## src/rtl/ccff_pkg.sv

```systemverilog
`default_nettype none
// +--------------------------------------------------------------------------+
// | ccff_pkg : register map, STATUS bit indices and FSM states of the        |
// | configuration-chain programmer. Revision 1.0                             |
// +--------------------------------------------------------------------------+
package ccff_pkg;

  localparam logic [1:0] REG_CTRL   = 2'd0;
  localparam logic [1:0] REG_STATUS = 2'd1;
  localparam logic [1:0] REG_DATA   = 2'd2;
  localparam logic [1:0] REG_BITCNT = 2'd3;

  localparam int CTRL_START = 0;
  localparam int CTRL_ABORT = 1;
  localparam int CTRL_CLEAR = 2;

  localparam int ST_BUSY  = 0;
  localparam int ST_EMPTY = 1;
  localparam int ST_FULL  = 2;
  localparam int ST_DONE  = 3;
  localparam int ST_OVF   = 4;

  typedef enum logic [2:0] {
    S_IDLE     = 3'd0,
    S_LOAD     = 3'd1,
    S_SHIFT_LO = 3'd2,
    S_SHIFT_HI = 3'd3,
    S_DONE     = 3'd4
  } state_e;

endpackage
`default_nettype wire

```

## src/rtl/ccff_wb_fifo.sv

```systemverilog
`default_nettype none
// +--------------------------------------------------------------------------+
// | ccff_wb_fifo : synchronous DEPTH x WIDTH FIFO with flush and concurrent  |
// | push/pop (a pop frees the slot for a same-cycle push). Revision 1.0      |
// +--------------------------------------------------------------------------+
module ccff_wb_fifo #(
  parameter int DEPTH = 4,
  parameter int WIDTH = 32
) (
  input  logic             clk_i,
  input  logic             rst_n_i,
  input  logic             flush_i,
  input  logic             push_i,
  input  logic             pop_i,
  input  logic [WIDTH-1:0] wdata_i,
  output logic [WIDTH-1:0] rdata_o,
  output logic             full_o,
  output logic             empty_o
);
  localparam int AW = $clog2(DEPTH);

  logic [WIDTH-1:0] mem_q [DEPTH];
  logic [AW-1:0]    wptr_q;
  logic [AW-1:0]    rptr_q;
  logic [AW:0]      count_q;
  logic             w_push;
  logic             w_pop;

  assign w_pop   = pop_i && !empty_o;
  assign w_push  = push_i && (!full_o || w_pop);
  assign full_o  = (count_q == (AW+1)'(DEPTH));
  assign empty_o = (count_q == '0);
  assign rdata_o = mem_q[rptr_q];

  always_ff @(posedge clk_i or negedge rst_n_i) begin
    if (!rst_n_i) begin
      wptr_q  <= '0;
      rptr_q  <= '0;
      count_q <= '0;
    end else if (flush_i) begin
      wptr_q  <= '0;
      rptr_q  <= '0;
      count_q <= '0;
    end else begin
      if (w_push) wptr_q <= wptr_q + AW'(1);
      if (w_pop)  rptr_q <= rptr_q + AW'(1);
      count_q <= count_q + (AW+1)'(w_push) - (AW+1)'(w_pop);
    end
  end

  always_ff @(posedge clk_i) begin
    if (w_push && !flush_i) mem_q[wptr_q] <= wdata_i;
  end

endmodule
`default_nettype wire

```

## src/rtl/ccff_wb_programmer.sv

```systemverilog
`default_nettype none
// +--------------------------------------------------------------------------+
// | ccff_wb_programmer : Wishbone slave that streams FIFO words MSB-first    |
// | into a fabric configuration chain and captures the tail. Revision 1.0    |
// +--------------------------------------------------------------------------+
module ccff_wb_programmer
  import ccff_pkg::*;
#(
  parameter logic [31:0] BASE_ADR   = 32'h3000_0000,
  parameter int          FIFO_DEPTH = 4
) (
  input  logic        wb_clk_i,
  input  logic        wb_rst_n_i,
  input  logic        wbs_stb_i,
  input  logic        wbs_cyc_i,
  input  logic        wbs_we_i,
  input  logic [3:0]  wbs_sel_i,
  input  logic [31:0] wbs_dat_i,
  input  logic [31:0] wbs_adr_i,
  output logic        wbs_ack_o,
  output logic [31:0] wbs_dat_o,
  output logic        prog_clk_o,
  output logic        ccff_head_o,
  input  logic        ccff_tail_i,
  output logic        busy_o
);
  // Asynchronous assertion, release re-timed onto wb_clk_i.
  logic [1:0] rst_sync_q;
  logic       rst_n;

  always_ff @(posedge wb_clk_i or negedge wb_rst_n_i) begin
    if (!wb_rst_n_i) rst_sync_q <= 2'b00;
    else             rst_sync_q <= {rst_sync_q[0], 1'b1};
  end
  assign rst_n = rst_sync_q[1];

  state_e      state_q;
  logic [31:0] shreg_q;
  logic [31:0] cap_q;
  logic [31:0] rem_q;
  logic [31:0] bitcnt_q;
  logic [5:0]  biw_q;
  logic        prog_clk_q;
  logic        busy_q;
  logic        done_q;
  logic        ovf_q;
  logic        ack_q;
  logic        pend_q;
  logic [31:0] dat_q;

  logic        w_sel, w_req, w_wr;
  logic [1:0]  w_reg;
  logic        w_ctrl_wr, w_start, w_abort, w_clear, w_push, w_pop;
  logic        w_done_set, w_ovf_set;
  logic        fifo_full, fifo_empty;
  logic [31:0] fifo_rdata;
  logic [31:0] w_rdata;
  logic        unused_adr;

  assign unused_adr = ^wbs_adr_i[1:0];

  // pend_q holds off a second ack while the master keeps the same strobe up.
  assign w_sel      = wbs_stb_i && wbs_cyc_i && (wbs_adr_i[31:4] == BASE_ADR[31:4]);
  assign w_req      = w_sel && !ack_q && !pend_q;
  assign w_reg      = wbs_adr_i[3:2];
  assign w_wr       = w_req && wbs_we_i;
  assign w_ctrl_wr  = w_wr && (w_reg == REG_CTRL);
  assign w_abort    = w_ctrl_wr && wbs_dat_i[CTRL_ABORT];
  assign w_start    = w_ctrl_wr && wbs_dat_i[CTRL_START] && !w_abort && !busy_q;
  assign w_clear    = w_ctrl_wr && wbs_dat_i[CTRL_CLEAR];
  assign w_push     = w_wr && (w_reg == REG_DATA);
  assign w_pop      = (state_q == S_LOAD) && !fifo_empty && !w_abort;
  assign w_ovf_set  = w_push && fifo_full && !w_pop;
  assign w_done_set = ((state_q == S_SHIFT_HI) && (rem_q == 32'd1) && !w_abort) ||
                      (w_start && (bitcnt_q == 32'd0));

  ccff_wb_fifo #(
    .DEPTH (FIFO_DEPTH),
    .WIDTH (32)
  ) u_fifo (
    .clk_i   (wb_clk_i),
    .rst_n_i (rst_n),
    .flush_i (w_abort),
    .push_i  (w_push),
    .pop_i   (w_pop),
    .wdata_i (wbs_dat_i),
    .rdata_o (fifo_rdata),
    .full_o  (fifo_full),
    .empty_o (fifo_empty)
  );

  always_comb begin
    w_rdata = '0;
    case (w_reg)
      REG_STATUS: begin
        w_rdata[ST_BUSY]  = busy_q;
        w_rdata[ST_EMPTY] = fifo_empty;
        w_rdata[ST_FULL]  = fifo_full;
        w_rdata[ST_DONE]  = done_q;
        w_rdata[ST_OVF]   = ovf_q;
      end
      REG_DATA:   w_rdata = cap_q;
      REG_BITCNT: w_rdata = bitcnt_q;
      default:    w_rdata = '0;
    endcase
  end

  always_ff @(posedge wb_clk_i or negedge rst_n) begin
    if (!rst_n) begin
      ack_q    <= 1'b0;
      pend_q   <= 1'b0;
      dat_q    <= '0;
      bitcnt_q <= '0;
      done_q   <= 1'b0;
      ovf_q    <= 1'b0;
    end else begin
      ack_q <= w_req;
      dat_q <= (w_req && !wbs_we_i) ? w_rdata : 32'd0;
      if (w_req)                         pend_q <= 1'b1;
      else if (!(wbs_stb_i && wbs_cyc_i)) pend_q <= 1'b0;
      if (w_wr && (w_reg == REG_BITCNT) && !busy_q) begin
        for (int b = 0; b < 4; b++) begin
          if (wbs_sel_i[b]) bitcnt_q[8*b +: 8] <= wbs_dat_i[8*b +: 8];
        end
      end
      if (w_done_set)   done_q <= 1'b1;
      else if (w_clear) done_q <= 1'b0;
      if (w_ovf_set)    ovf_q  <= 1'b1;
      else if (w_clear) ovf_q  <= 1'b0;
    end
  end

  always_ff @(posedge wb_clk_i or negedge rst_n) begin
    if (!rst_n) begin
      state_q    <= S_IDLE;
      shreg_q    <= '0;
      cap_q      <= '0;
      rem_q      <= '0;
      biw_q      <= '0;
      prog_clk_q <= 1'b0;
      busy_q     <= 1'b0;
    end else if (w_abort) begin
      state_q    <= S_IDLE;
      prog_clk_q <= 1'b0;
      busy_q     <= 1'b0;
    end else begin
      case (state_q)
        S_IDLE, S_DONE: begin
          prog_clk_q <= 1'b0;
          if (w_start && (bitcnt_q != 32'd0)) begin
            state_q <= S_LOAD;
            rem_q   <= bitcnt_q;
            busy_q  <= 1'b1;
          end else begin
            state_q <= S_IDLE;
            busy_q  <= 1'b0;
          end
        end
        S_LOAD: begin
          if (!fifo_empty) begin
            shreg_q <= fifo_rdata;
            biw_q   <= 6'd32;
            state_q <= S_SHIFT_LO;
          end
        end
        S_SHIFT_LO: begin
          prog_clk_q <= 1'b1;
          state_q    <= S_SHIFT_HI;
        end
        S_SHIFT_HI: begin
          prog_clk_q <= 1'b0;
          cap_q      <= {cap_q[30:0], ccff_tail_i};
          shreg_q    <= {shreg_q[30:0], 1'b0};
          rem_q      <= rem_q - 32'd1;
          biw_q      <= biw_q - 6'd1;
          // Leftover bits of a partly used word are simply never shifted.
          if (rem_q == 32'd1) begin
            state_q <= S_DONE;
            busy_q  <= 1'b0;
          end else if (biw_q == 6'd1) begin
            state_q <= S_LOAD;
          end else begin
            state_q <= S_SHIFT_LO;
          end
        end
        default: begin
          state_q    <= S_IDLE;
          prog_clk_q <= 1'b0;
          busy_q     <= 1'b0;
        end
      endcase
    end
  end

  assign wbs_ack_o   = ack_q;
  assign wbs_dat_o   = dat_q;
  assign prog_clk_o  = prog_clk_q;
  assign ccff_head_o = shreg_q[31];
  assign busy_o      = busy_q;

endmodule
`default_nettype wire
```

## config.mk

```make
export PLATFORM = sky130hd
export DESIGN_NAME = ccff_wb_programmer
export DESIGN_NICKNAME = d
export VERILOG_FILES = /design/src/rtl/ccff_pkg.sv /design/src/rtl/ccff_wb_fifo.sv /design/src/rtl/ccff_wb_programmer.sv
export SDC_FILE = /design/constraint.sdc
export NUM_CORES = 1
export LEC_CHECK = 0
export ABC_AREA = 1
export BUFFER_PORTS_ARGS = -buffer_cell sky130_fd_sc_hd__buf_2
export CAP_MARGIN = 20
export CORE_ASPECT_RATIO = 0.75
export CORE_MARGIN = 8
export CORE_UTILIZATION = 40
export CTS_BUF_LIST = sky130_fd_sc_hd__clkbuf_8
export DETAILED_ROUTE_END_ITERATION = 12
export SYNTH_ARGS = -nofsm -noshare
export SYNTH_HDL_FRONTEND = slang
export SYNTH_SLANG_ARGS = --single-unit
export TNS_END_PERCENT = 50
```

## constraint.sdc

```tcl
create_clock -name wb_clk_i -period 10.02 [get_ports wb_clk_i]
set_clock_uncertainty 0.2 [all_clocks]
set_input_delay 0.501 -clock wb_clk_i [delete_from_list [all_inputs] [get_ports wb_clk_i]]
set_output_delay 0.501 -clock wb_clk_i [all_outputs]
set_load 0.01 [all_outputs]
```

* Word level (Yosys, flattened, before mapping)
Memory sizes are Yosys's and may differ from the RTL's. Cells that the tools add are included.
Storage, ports and cells: register bits after elaboration 184, RAM bits 128, output and inout bits 36, logic and storage cells 136, memories kept 1
Memory list:
- u_fifo.mem_q | depth 4, width 32, rd ports 1, clocked after memory_dff 0, wr ports 1, line ccff_wb_fifo.sv:22 | logic [WIDTH-1:0] mem_q [DEPTH];
Operators by class: add/subtract/negate cells 6, eq/ne operators 18, mux-type cells 33, bitwise gates (word level) 1, reduce and logical (&&, ||, !) cells 57
Operators by type and width (number):
- 32-bit case mux with 2 select lines | 2
- 32-bit two-way mux | 3
- 27-bit case mux with 2 select lines | 1
- 32-bit by 1-bit == test with 1-bit output, second input constant | 1
- 32-bit zero test | 1
- 32-bit nonzero test | 1
- 32-bit by 1-bit subtractor with 32-bit output, second input constant | 1
- 28-bit by 26-bit == test with 1-bit output, second input constant | 1
- 1-bit logical AND | 26
- 5-bit case mux with 3 select lines | 1
- 1-bit two-way mux | 12
- 3-bit two-way mux | 4
- 3-bit case mux with 4 select lines | 1
- 6-bit case mux with 2 select lines | 1
- 2-bit AND reduction | 6
- 2-bit nonzero test | 6
- 2-bit two-way mux | 5
- 1-bit zero test | 8
- 3-bit by 2-bit == test with 1-bit output, second input constant | 2
- 3-bit == test, second input constant | 2
- 6-bit by 1-bit == test with 1-bit output, second input constant | 1
- 3-bit zero test | 2
- 6-bit two-way mux | 1
- 2-bit inequality test, second input constant | 3
- other kinds (17) | 23

* Longest topological paths before layout
Gate-level depths: netlist of run 1.
depth after elaboration 15, gate-level depth with buffers 16, gate-level depth less buffers 16

* Cells and area by module
From an unflattened synthesis of run 1, not the netlist that was laid out.
Second synthesis, totals: cells, all modules 1651, area total of the unflattened synthesis 14560.2 µm²
Modules (own cells, without submodules):
- ccff_wb_programmer | times used 1, cells each 1279, area an instance 9280.2 µm²
- ccff_wb_fifo | times used 1, cells each 372, area an instance 5280.1 µm²

* Least setup slack after synthesis of run 1
OpenSTA, ideal clock, no wires.
path kind input -> register, start input wbs_adr_i[23], end memory u_fifo.mem_q[0][0], enable pin, arrival 2.861 ns, setup slack 6.537 ns, stages on the path 9, path through nor2_1 > nand2_1 > nor2_1 > nand2_1 > nor3_2 > nand2_1 > nor2_1 > nand2_1 > nor2_1
Between the ends: word-level cells in the longest chain between the ends 15, elaborated cells on any way between the ends 16
Ends and longest elaborated chain:
- from (decl) | line ccff_wb_programmer.sv:19 | input logic [31:0] wbs_adr_i,
- 28-bit by 26-bit == test with 1-bit output (*) | line ccff_wb_programmer.sv:63 | assign w_sel = wbs_stb_i && wbs_cyc_i && (wbs_adr_i[31:4] == BASE_ADR[31:4]);
- 1-bit logical AND (*) | line ccff_wb_programmer.sv:63
- 1-bit logical AND (*) (2 in series) | line ccff_wb_programmer.sv:64 | assign w_req = w_sel && !ack_q && !pend_q;
- via w_req | line ccff_wb_programmer.sv:51 | logic w_sel, w_req, w_wr;
- 1-bit logical AND (*) | line ccff_wb_programmer.sv:66 | assign w_wr = w_req && wbs_we_i;
- 1-bit logical AND | line ccff_wb_programmer.sv:67 | assign w_ctrl_wr = w_wr && (w_reg == REG_CTRL);
- 1-bit logical AND | line ccff_wb_programmer.sv:68 | assign w_abort = w_ctrl_wr && wbs_dat_i[CTRL_ABORT];
- 1-bit zero test | line ccff_wb_fifo.sv:52, ccff_wb_programmer.sv:72
- 1-bit logical AND | line ccff_wb_programmer.sv:72 | assign w_pop = (state_q == S_LOAD) && !fifo_empty && !w_abort;
- 1-bit logical AND | line ccff_wb_fifo.sv:29 | assign w_pop = pop_i && !empty_o;
- 1-bit logical OR | line ccff_wb_fifo.sv:30 | assign w_push = push_i && (!full_o || w_pop);
- 1-bit logical AND | line ccff_wb_fifo.sv:30
- 1-bit logical AND (*) | line ccff_wb_fifo.sv:52 | if (w_push && !flush_i) mem_q[wptr_q] <= wdata_i;
- 1-bit two-way mux (*) | line ccff_wb_fifo.sv:52
- 1-bit two-way mux (implied by the code) (*) | line ccff_wb_fifo.sv:52
- to (decl) | line ccff_wb_fifo.sv:22
The timed path passes the listed nets; every way through them passes the cells marked *.

* Worst setup path in the final report of run 1
start register ack_q, in the netlist wbs_ack_o, end register rem_q[2]
Between the ends: word-level cells in the longest chain between the ends 12, elaborated cells on any way between the ends 14
Ends and longest elaborated chain:
- from (decl) | line ccff_wb_programmer.sv:47 | logic ack_q;
- from (signal assigned) | line ccff_wb_programmer.sv:117 | ack_q <= w_req;
- 1-bit zero test (*) | line ccff_wb_programmer.sv:64
- 1-bit logical AND (*) (2 in series) | line ccff_wb_programmer.sv:64
- 1-bit logical AND (*) | line ccff_wb_programmer.sv:66
- 1-bit logical AND (*) | line ccff_wb_programmer.sv:67
- 1-bit logical AND | line ccff_wb_programmer.sv:68
- 1-bit zero test | line ccff_wb_programmer.sv:69 | assign w_start = w_ctrl_wr && wbs_dat_i[CTRL_START] && !w_abort && !busy_q;
- 1-bit logical AND (2 in series) | line ccff_wb_programmer.sv:69
- 1-bit logical AND | line ccff_wb_programmer.sv:150 | if (w_start && (bitcnt_q != 32'd0)) begin
- 2-bit inequality test (no line)
- 3-bit AND reduction (no line) (*)
- to (signal assigned) | line ccff_wb_programmer.sv:152 | rem_q <= bitcnt_q;
- to (signal assigned) | line ccff_wb_programmer.sv:174 | rem_q <= rem_q - 32'd1;
- to (decl) | line ccff_wb_programmer.sv:40 | logic [31:0] rem_q;
Every way passes the cells marked *; elsewhere a longest branch is shown, timed or not. A chain may end at the register's enable or synchronous reset.

==> impl_metrics.toml, run 1 <==
[drt]
ant_nets = 0
vias = 10739
vias_per_cell = 5.11
drt-initial-drc-count = 917
wl_per_cell_um = 17.0
routed_wl_mm = 35.7
first_pass_iters = 5
drc = 0

[timing]
rsz0062_at_grt = "false"
finalSetupTns_ns = 0
max_freq_ghz = 0.273
worst_slew_pin_slew_ns = 0.878
fin_crit_sh_pct = 36.6
slew_viol_final = 0
relSlewSlack_pct = 41.5
period_needed_ns = 3.66
hold_viol_final = 0
setup_viol = 0

[layout]
fin_util_pct = 46.9
antennaDiodeCount = 0
fin_area_um2 = 16100
multi_input_area_um2 = 4800
seqCellArea_um2 = 8450
drive_gt1_share_pct = 13.8
final_nets = 1690
nFillCells = 3284
area_growth_pct = 16.6

[global_routing]
antenna_found_initial = 0
grt_max_degree = 74
overflow = 0
grt_pass1_wl_mm = 57.0
grt_util_all_layers_pct = 17.3
grt_pass1_vias = 10235

[worst_setup_path]
crit_path_start_kind = "flop"
end_kind = "flop"
timing.rr.start = "wbs_ack_o$_DFF_PN0_"
worstSetupPathType = "flop to flop"
cp_max_fo = 66
reg2reg_to = "rem_q[2]$_DFFE_PN0P_"
crit_required_ns = 10.26
cp-startpoint = "wbs_ack_o$_DFF_PN0_"
cp.arrival_ns = 3.91
endpoint = "rem_q[2]$_DFFE_PN0P_"
r2r.worst_path.cells = 14
r2r_slack_ns = 6.36

[floorplan]
boundaryPins = 110
die_x_um = 231
dieArea_um2 = 40900
rows = 59
start_util_pct = 40.2
die_h_um = 177
coreArea_um2 = 34400

[logic_synthesis]
ys_ff_latch = 312
synth.largest_area_cell = "dfrtp_1"
synth_cells = 1467
yosysSeqAreaShare_pct = 61.0
postSynthAreaPerCell_um2 = 9.43
synth_area_um2 = 13800
synth_fp_nets = 1552
synth_area_leaders = "dfrtp_1, edfxtp_1, nand2_1"
yosys_warnings = 0
synthArstFlopShare_pct = 59.0
synth_edf_count = 128
synth_top_area_share_pct = 33.3
post_synth_num_cell_types = 42
ys.flop_type = "dfrtp_1"

[clock_network]
clkTransAtPathRegs_ns = 0.06
htreeDepth = 2
cts-buffers-inserted = 48
clk_path_buf_depth = 3
post_cts.repair.setup_buffers = 0
cts_resized = 0
cts_root_buffer = "clkbuf_8"
holdBufCountCts = 33
clock_latency_ns = 0.59
cts_sinks = 312
cts_tree = "built"

[place]
dpl_cell_area_um2 = 14800
io_buffers = 107
dp_hpwl_mm = 22.7
place_congestion = 0.899

[power]
p_leak_nw = 7.08
ir_worst_vdd_mv = 0.130
power.density_nw_per_um2 = 194

[run]
maxCapViolCount = 0

[min_path]
min_from = "wbs_cyc_i"
hold_class = "input pin to flop"

[outcome]
status = "finished clean"
layer usage:
layer	vias up	wire length [um]	track usage (%)
li1	5172	-	-
met1	5178	17500	26.0
met2	346	15300	25.4
met3	43	2530	3.65
met4	0	408	3.74
met5	-	0	0
per-stage QoR:
| stage | total power, W | worst slack (ns) | cells | hold WS [ns] |
|---|---|---|---|---|
| floorplan | 0.00188 | 4.31 | 1467 | 0.00541 |
| global placement | 0.00201 | 6.08 | 1979 | 0.0873 |
| finish | 0.00313 | 6.36 | 2102 | 0.0464 |
| detailed placement | 0.00203 | 6.04 | 1979 | 0.0869 |
| global route | 0.00331 | 6.04 | 2102 | 0.0126 |
| CTS | 0.00316 | 6.35 | 2102 | 0.000416 |
worst min path at each step:
| stage | to | slack, ns | depth (start not counted) |
|---|---|---|---|
| 6_report | pend_q$_DFFE_PN0P_ | 0.05 | 3 |
| 5_1_grt | u_fifo.mem_q[3][5]$_DFFE_PP_ | 0.01 | 1 |
| 4_1_cts | u_fifo.mem_q[0][5]$_DFFE_PP_ | 0.0004 | 1 |
| 3_5_place_dp | rst_sync_q[0]$_DFF_PN0_ | 0.09 | 1 |
| 3_3_place_gp | rst_sync_q[0]$_DFF_PN0_ | 0.09 | 1 |
| 2_1_floorplan | rst_sync_q[0]$_DFF_PN0_ | 0.005 | 0 |
area by class of cell:
| type | instances | share of cell area (%) |
|---|---|---|
| inverter | 78 | 1.81 |
| sequential | 312 | 52.4 |
| multi-input combinational | 1008 | 29.7 |
| clock buffer | 61 | 5.20 |
| timing repair buffer | 157 | 6.16 |
| clock inverter | 29 | 1.15 |
| tap | 457 | 3.54 |
flip-flops by register name, summed over array words and instances (netlist names):
register and cells:
u_fifo.mem_q 128, u_fifo.wptr_q 2, shreg_q 32, prog_clk_o 1
bitcnt_q 32, busy_o 1, done_q 1, state_q 3
rst_sync_q 2, rem_q 32, biw_q 6, u_fifo.rptr_q 2
cap_q 32, wbs_ack_o 1, ovf_q 1, pend_q 1
u_fifo.count_q 3, wbs_dat_o 32
kinds of logic (layout without fill, tap and decap cells):
kind of cell / Yosys count / after routing / synth area share (%)
and+or+nand+nor: 715 / 715 / 21.3
DFF: 312 / 312 / 61.0
AOI/OAI and AO/OA: 234 / 234 / 8.93
buffers and inverters: 147 / 325 / 4.41
muxes: 31 / 31 / 2.24
xor gates and xnor gates: 16 / 16 / 1.01
adders and majority gates: 11 / 11 / 1.05
other: 1 / 1 / 0.0271
report_power, final:
part	switching, W	internal [W]	leakage, nW
sequential	0.0000844	0.00144	3.58
combinational	0.000323	0.000172	2.95
clock	0.000515	0.000602	0.558
total	0.000922	0.00221	7.08
cell usage in the layout, fill, tap and decap left out, types with 7 or more instances in the layout:
cell type	count
nand2_1	393
dfrtp_1	182
nor2_1	171
o21ai_0	138
edfxtp_1	128
nand3_1	110
buf_2	107
inv_1	81
clkbuf_8	61
a21oi_1	43
o22ai_1	38
dlygate4sd3_1	33
mux2i_1	31
buf_4	17
nor3_1	10
ha_1	10
clkinv_2	10
xor2_1	8
xnor2_1	8
o21ai_1	8
clkinv_1	7
worst max-delay path, stage by stage, from the launching register on:
cell and delay [ns]:
dfrtp_1 0.37, inv_1 0.05, nand2_1 0.04, nor2_1 0.10, nand2_1 0.10, nor2_1 0.14
nand4_2 0.16, nor2_4 0.19, inv_2 0.28, nand2_2 0.13, buf_4 0.56, nand2_1 0.57
buf_4 0.40, nand2_1 0.09, o21ai_1 0.06
cells in the mapped netlist (2+ instances only):
| cell | n |
|---|---|
| ha_1 | 10 |
| nand4_1 | 3 |
| xor2_1 | 8 |
| dfrtp_1 | 184 |
| nand3_1 | 110 |
| a21oi_1 | 43 |
| nand2_1 | 393 |
| mux2i_1 | 31 |
| inv_2 | 4 |
| nor4_1 | 5 |
| nor3_1 | 10 |
| o22ai_1 | 38 |
| buf_1 | 2 |
| inv_1 | 74 |
| nor2_1 | 175 |
| buf_4 | 7 |
| or2_2 | 6 |
| o21ai_0 | 138 |
| nand3_2 | 2 |
| edfxtp_1 | 128 |
| nand2_2 | 2 |
| a31oi_1 | 2 |
| xnor2_1 | 8 |
| nor2_4 | 2 |
| o21bai_1 | 2 |
| clkbuf_1 | 39 |
| buf_2 | 19 |
| o21ai_1 | 8 |
Note: power is estimated with default switching activity, not from simulation.
==> inputs of run 2 (changes only) <==
ABC_AREA = 0   (was 1)
clock period = 3.7 ns   (was 10.02 ns; I/O delays follow)
==> run 2 against run 1 <==
Wire length fell by 9.1%; count of clock-buffer cells in the layout up 1; synthesized cell count is 27% lower; utilization up 1.2 points; largest cell class unchanged.
==> impl_metrics.toml, run 2 <==
[drt]
ant_nets = 0
first_pass_iters = 5
drt-initial-drc-count = 676
wl_per_cell_um = 18.7
drc = 0
vias = 9105
routed_wl_mm = 32.5
vias_per_cell = 5.25

[layout]
fin_cells = 1734
drive_gt1_share_pct = 23.4
fin_util_pct = 48.1
antennaDiodeCount = 0
max_flop_register = "u_fifo.mem_q"
area_growth_pct = 19.3
final_nets = 1327
largest_reg_flops = 128
layout_common_cells = "nand2_1, dfrtp_1, edfxtp_1"
final_common_cell = "nand2_1"

[clock_network]
cts-buffers-inserted = 50
cts_root_buffer = "clkbuf_8"
post_cts.repair.setup_buffers = 0
clk_path_buf_depth = 3
clock_latency_ns = 0.59
htreeDepth = 2
clkTransAtPathRegs_ns = 0.06
cts_tree = "built"
cts_sinks = 312
cts_resized = 0

[global_routing]
top_usage_layer = "met1"
grt_max_degree = 67
overflow = 0
grt_pass1_wl_mm = 51.6
grt_util_all_layers_pct = 16.3
use_met3_pct = 3.49
antenna_found_initial = 0
grt_util_met2_pct = 23.2
grt_pass1_vias = 8989
use_met1_pct = 25.1

[timing]
hold_viol_final = 0
fin_ws_ns = 0.232
max_freq_ghz = 0.288
whs_ns = 0.0507
finalSetupTns_ns = 0
period_needed_ns = 3.47
worst_slew_pin_slew_ns = 0.750
relSlewSlack_pct = 49.8
rsz0062_at_grt = "false"
setup_viol = 0
fin_crit_sh_pct = 93.7
slew_viol_final = 0

[worst_setup_path]
cp_max_fo = 6
crit_family = "buffers and inverters"
end_kind = "flop"
crit_required_ns = 3.99
cp.arrival_ns = 3.75
worstSetupPathType = "input pin to flop"
cp.depth = 17
timing.rr.start = "wbs_ack_o$_DFF_PN0_"
slowest_delay_ns = 0.60
crit_buf_inv = 6
reg2reg_to = "u_fifo.count_q[2]$_DFF_PN0_"
crit_path_start_kind = "input pin"
crit_slowest_cell = "dlygate4sd3_1"
crit_chain = "dlygate4sd3_1, buf_2, nor4_2, dlygate4sd3_1, nand4_2, nor4_1, buf_4, and3b_1, nor2_1, ha_1, inv_1, ha_1, inv_1, fa_1, xor2_1, xnor2_1, nor2_1"
r2r_slack_ns = 0.47
r2r.worst_path.cells = 14

[place]
dp_hpwl_mm = 20.9
io_buffers = 107
placedCellCount = 1591
place_congestion = 0.796
pre_cts_slack_ns = 0.422

[logic_synthesis]
synth.largest_area_cell = "dfrtp_1"
yosys_warnings = 0
yosysSeqAreaShare_pct = 63.1
synth_edf_count = 128
synth_area_um2 = 13400
ys.flop_type = "dfrtp_1"
synth_common_cells = "nand2_1, dfrtp_1, edfxtp_1"
synth_most_common_cell = "nand2_1"
postSynthAreaPerCell_um2 = 12.5
synthArstFlopShare_pct = 59.0
synth_top_area_share_pct = 34.4
ys_ff_latch = 312
synth_fp_nets = 1157
synth_cells = 1072
post_synth_num_cell_types = 62
synth_area_leaders = "dfrtp_1, edfxtp_1, nand2_1"

[power]
p_leak_nw = 6.90
power.density_nw_per_um2 = 427
ir_worst_vdd_mv = 0.227

[floorplan]
boundaryPins = 110
start_util_pct = 40.3
die_h_um = 174
die_x_um = 227
rows = 58
coreArea_um2 = 33200
dieArea_um2 = 39700

[min_path]
worstHoldPathCells = 3
hold_class = "input pin to flop"
whs_endpoint = "bitcnt_q[8]$_DFFE_PN0P_"
min_from = "wbs_sel_i[1]"

[outcome]
status = "finished clean"

[run]
maxCapViolCount = 0
==> run 2: cell count changes after synthesis, moves of 32 or more <==
cell,delta
inv_1,-61
mux2_2,+36
mux4_2,+32
nand2_1,-198
nand3_1,-97
nor2_1,-92
o21ai_0,-93
==> run 2: worst max path at each step <==
stage	from	end
global placement	wbs_adr_i[20]	u_fifo.count_q[2]$_DFF_PN0_
global route	wbs_adr_i[15]	u_fifo.count_q[2]$_DFF_PN0_
floorplan	rst_sync_q[1]$_DFF_PN0_	bitcnt_q[0]$_DFFE_PN0P_
CTS	wbs_adr_i[15]	u_fifo.count_q[2]$_DFF_PN0_
detailed placement	wbs_adr_i[20]	u_fifo.count_q[2]$_DFF_PN0_
finish	wbs_adr_i[15]	u_fifo.count_q[2]$_DFF_PN0_
==> run 2: logic make-up after synthesis <==
kind of cell | Yosys count | synth area share, %
compound gates | 167 | 7.97
other cells | 1 | 0.0280
fa+ha+maj | 11 | 1.08
flops | 312 | 63.1
xor+xnor | 8 | 0.523
buf+inv | 76 | 2.89
simple gates | 401 | 14.0
mux | 96 | 10.5
==> run 2: tightest hold or removal path: stages <==
cell and delay [ns]:
buf_2 0.11, nand2_1 0.29, mux2_2 0.22
==> run 2: stage by stage <==
stage               power (W)  area (um^2)
floorplan             0.00373        13400
global placement      0.00381        14400
detailed placement    0.00382        14400
CTS                   0.00692        16000
global route          0.00710        16000
finish                0.00683        16000
==> run 2: cell type report <==
class / instances / area (um^2)
clock buffers: 62 / 853
clock inverters: 32 / 196
fillers: 3043 / 17300
inverters: 13 / 48.8
multi-input cells: 684 / 4570
flip-flops and latches: 312 / 8450
well taps: 450 / 563
repair buffers: 181 / 1300
==> run 2: what timing repair did <==
action	CTS	global route
hold buffers	48	0
endpoints found under the setup margin	0	0
hold endpoints to repair	173	0
==> run 2: metal layers <==
layer	vias to the layer above	wire [um]
met5	-	0
met2	279	13900
met4	0	459
met1	4525	16000
li1	4257	-
met3	44	2150
==> run 2: power by group <==
| group | internal [W] | switching, W |
|---|---|---|
| registers | 0.00361 | 0.00000947 |
| logic | 0.0000719 | 0.0000951 |
| clock network | 0.00166 | 0.00138 |
| total | 0.00534 | 0.00149 |
==> inputs of run 3 (changes only) <==
CTS_BUF_LIST = sky130_fd_sc_hd__clkbuf_2   (was sky130_fd_sc_hd__clkbuf_8)
==> run 3 against run 2 <==
Flip-flop and latch count stayed put; design area rose by 1.1%; largest cell class unchanged; setup slack worse by 0.26 ns; clock power down 22%; sequential share of layout area shrank 0.56 points; the flow now finishes with violations (negative setup slack); register-to-register slack lost 0.47 ns; non-clock buffer count up 49; sequential power is essentially flat; via count increased by 3.9%; final cell count up 5.4%; utilization rose by 0.52 points; combinational power increased by 23%; critical path type unchanged.
==> impl_metrics.toml, run 3 (same netlist as run 2, synthesis figures left out) <==
[timing]
max_freq_ghz = 0.268
hold_viol_final = 0
worst_slew_pin_slew_ns = 0.754
fin_crit_sh_pct = 101
slew_viol_final = 0
period_needed_ns = 3.73
rsz0062_at_grt = "true"
fin_ws_ns = -0.0326
setup_viol = 1
relSlewSlack_pct = 49.6
finalSetupTns_ns = -0.0326

[worst_setup_path]
crit_required_ns = 4.24
cp.arrival_ns = 4.27
crit_chain = "dlygate4sd3_1, buf_2, nor3b_1, dlygate4sd3_1, nand4_1, dlygate4sd3_1, or4_4, and2_4, nand2_1, nand2_1, dlygate4sd3_1"
crit_top_cell = "dlygate4sd3_1"
cp_max_fo = 66
r2r_slack_ns = 0
worstSetupPathType = "input pin to flop"
crit_slowest_cell = "dlygate4sd3_1"
end_kind = "flop"
crit_path_start_kind = "input pin"
slowest_delay_ns = 0.69

[clock_network]
clk_path_buf_depth = 3
clkTransAtPathRegs_ns = 0.11
cts_sinks = 312
cts-buffers-inserted = 77
htreeDepth = 3
cts_tree = "built"
cts_root_buffer = "clkbuf_2"
clock_latency_ns = 0.88

[layout]
area_growth_pct = 20.6
final_common_cell = "nand2_1"
layout_common_cells = "nand2_1, dfrtp_1, edfxtp_1"
fin_util_pct = 48.6
max_flop_register = "u_fifo.mem_q"
largest_reg_flops = 128
final_nets = 1403
drive_gt1_share_pct = 25.6

[floorplan]
die_h_um = 174
rows = 58
boundaryPins = 110
start_util_pct = 40.3
dieArea_um2 = 39700
die_x_um = 227
coreArea_um2 = 33200

[drt]
wl_per_cell_um = 18.3
routed_wl_mm = 33.4
vias = 9463
vias_per_cell = 5.18
drt-initial-drc-count = 666
first_pass_iters = 5
drc = 0
ant_nets = 0

[place]
io_buffers = 107
dp_hpwl_mm = 20.9
place_congestion = 0.796

[global_routing]
overflow = 0
antenna_found_initial = 1
grt_max_degree = 67
grt_util_all_layers_pct = 16.8
grt_pass1_wl_mm = 52.9
grt_pass1_vias = 9520

[power]
power.density_nw_per_um2 = 383
p_leak_nw = 7.08
ir_worst_vdd_mv = 0.214

[run]
maxCapViolCount = 0

[outcome]
status = "complete, but fails checks"
violations = "negative setup slack"

[min_path]
hold_class = "input pin to flop"
-- run 3: repair_timing --
item | 4_1_cts | 5_1_grt
endpoints found under the hold margin | 250 | 13
setup endpoints to repair | 0 | 5
setup buffers | 0 | 0
resized for setup | 0 | 2
hold buffers | 95 | 3
-- run 3: area by class of cell --
type | count | area [um^2]
Clock inverter | 22 | 140
Fill cell | 3076 | 17100
Inverter | 13 | 48.8
Sequential cell | 312 | 8450
Multi-Input combinational cell | 684 | 4580
Antenna cell | 1 | 2.50
Timing Repair Buffer | 230 | 1790
Clock buffer | 116 | 581
Tap cell | 450 | 563
-- run 3: path summary, 6_finish.rpt --
kind | startpoint | end | depth (start not counted)
worst max register to register | wbs_ack_o$_DFF_PN0_ | cap_q[0]$_DFFE_PN0P_ | 8
max in group asynchronous | rst_sync_q[1]$_DFF_PN0_ | shreg_q[20]$_DFFE_PN0P_ | 1
worst min-delay path | wbs_adr_i[11] | pend_q$_DFFE_PN0P_ | 5
min in group asynchronous | rst_sync_q[1]$_DFF_PN0_ | ovf_q$_DFFE_PN0P_ | 0
worst max-delay path | wbs_adr_i[30] | cap_q[0]$_DFFE_PN0P_ | 11
worst min register to register | rst_sync_q[1]$_DFF_PN0_ | ovf_q$_DFFE_PN0P_ | 0
-- run 3: power breakdown --
group / leakage [nW] / switching, W / internal [W]
Combinational: 2.86 / 0.000102 / 0.000102
Clock: 0.562 / 0.00139 / 0.000974
Sequential: 3.66 / 0.00000966 / 0.00360
Total: 7.08 / 0.00150 / 0.00468
-- run 3: per-stage QoR --
stage / area, um^2 / power [W] / setup slack (ns) / hold slack, ns / std cells
detailed placement: 14400 / 0.00382 / 0.422 / -0.228 / 1591
global placement: 14400 / 0.00381 / 0.402 / -0.229 / 1591
finish: 16200 / 0.00618 / -0.0326 / 0.0323 / 1828
global route: 16200 / 0.00646 / -0.127 / 0.00673 / 1828
CTS: 16100 / 0.00626 / 0.00680 / 0.0168 / 1824
floorplan: 13400 / 0.00373 / 0.463 / -0.311 / 1072
-- run 3: worst max-delay path: cells and delay by family --
family	cells	cell delay, ns
buffers and inverters	5	2.48
AND/OR/NAND/NOR	6	1.58
-- run 3: layer usage --
| metal | routed length [um] | up-vias | track usage (%) |
|---|---|---|---|
| li1 | - | 4450 | - |
| met4 | 429 | 0 | 4.64 |
| met2 | 14300 | 302 | 24.0 |
| met1 | 16500 | 4669 | 25.4 |
| met3 | 2140 | 42 | 3.76 |
| met5 | 0 | - | 0 |
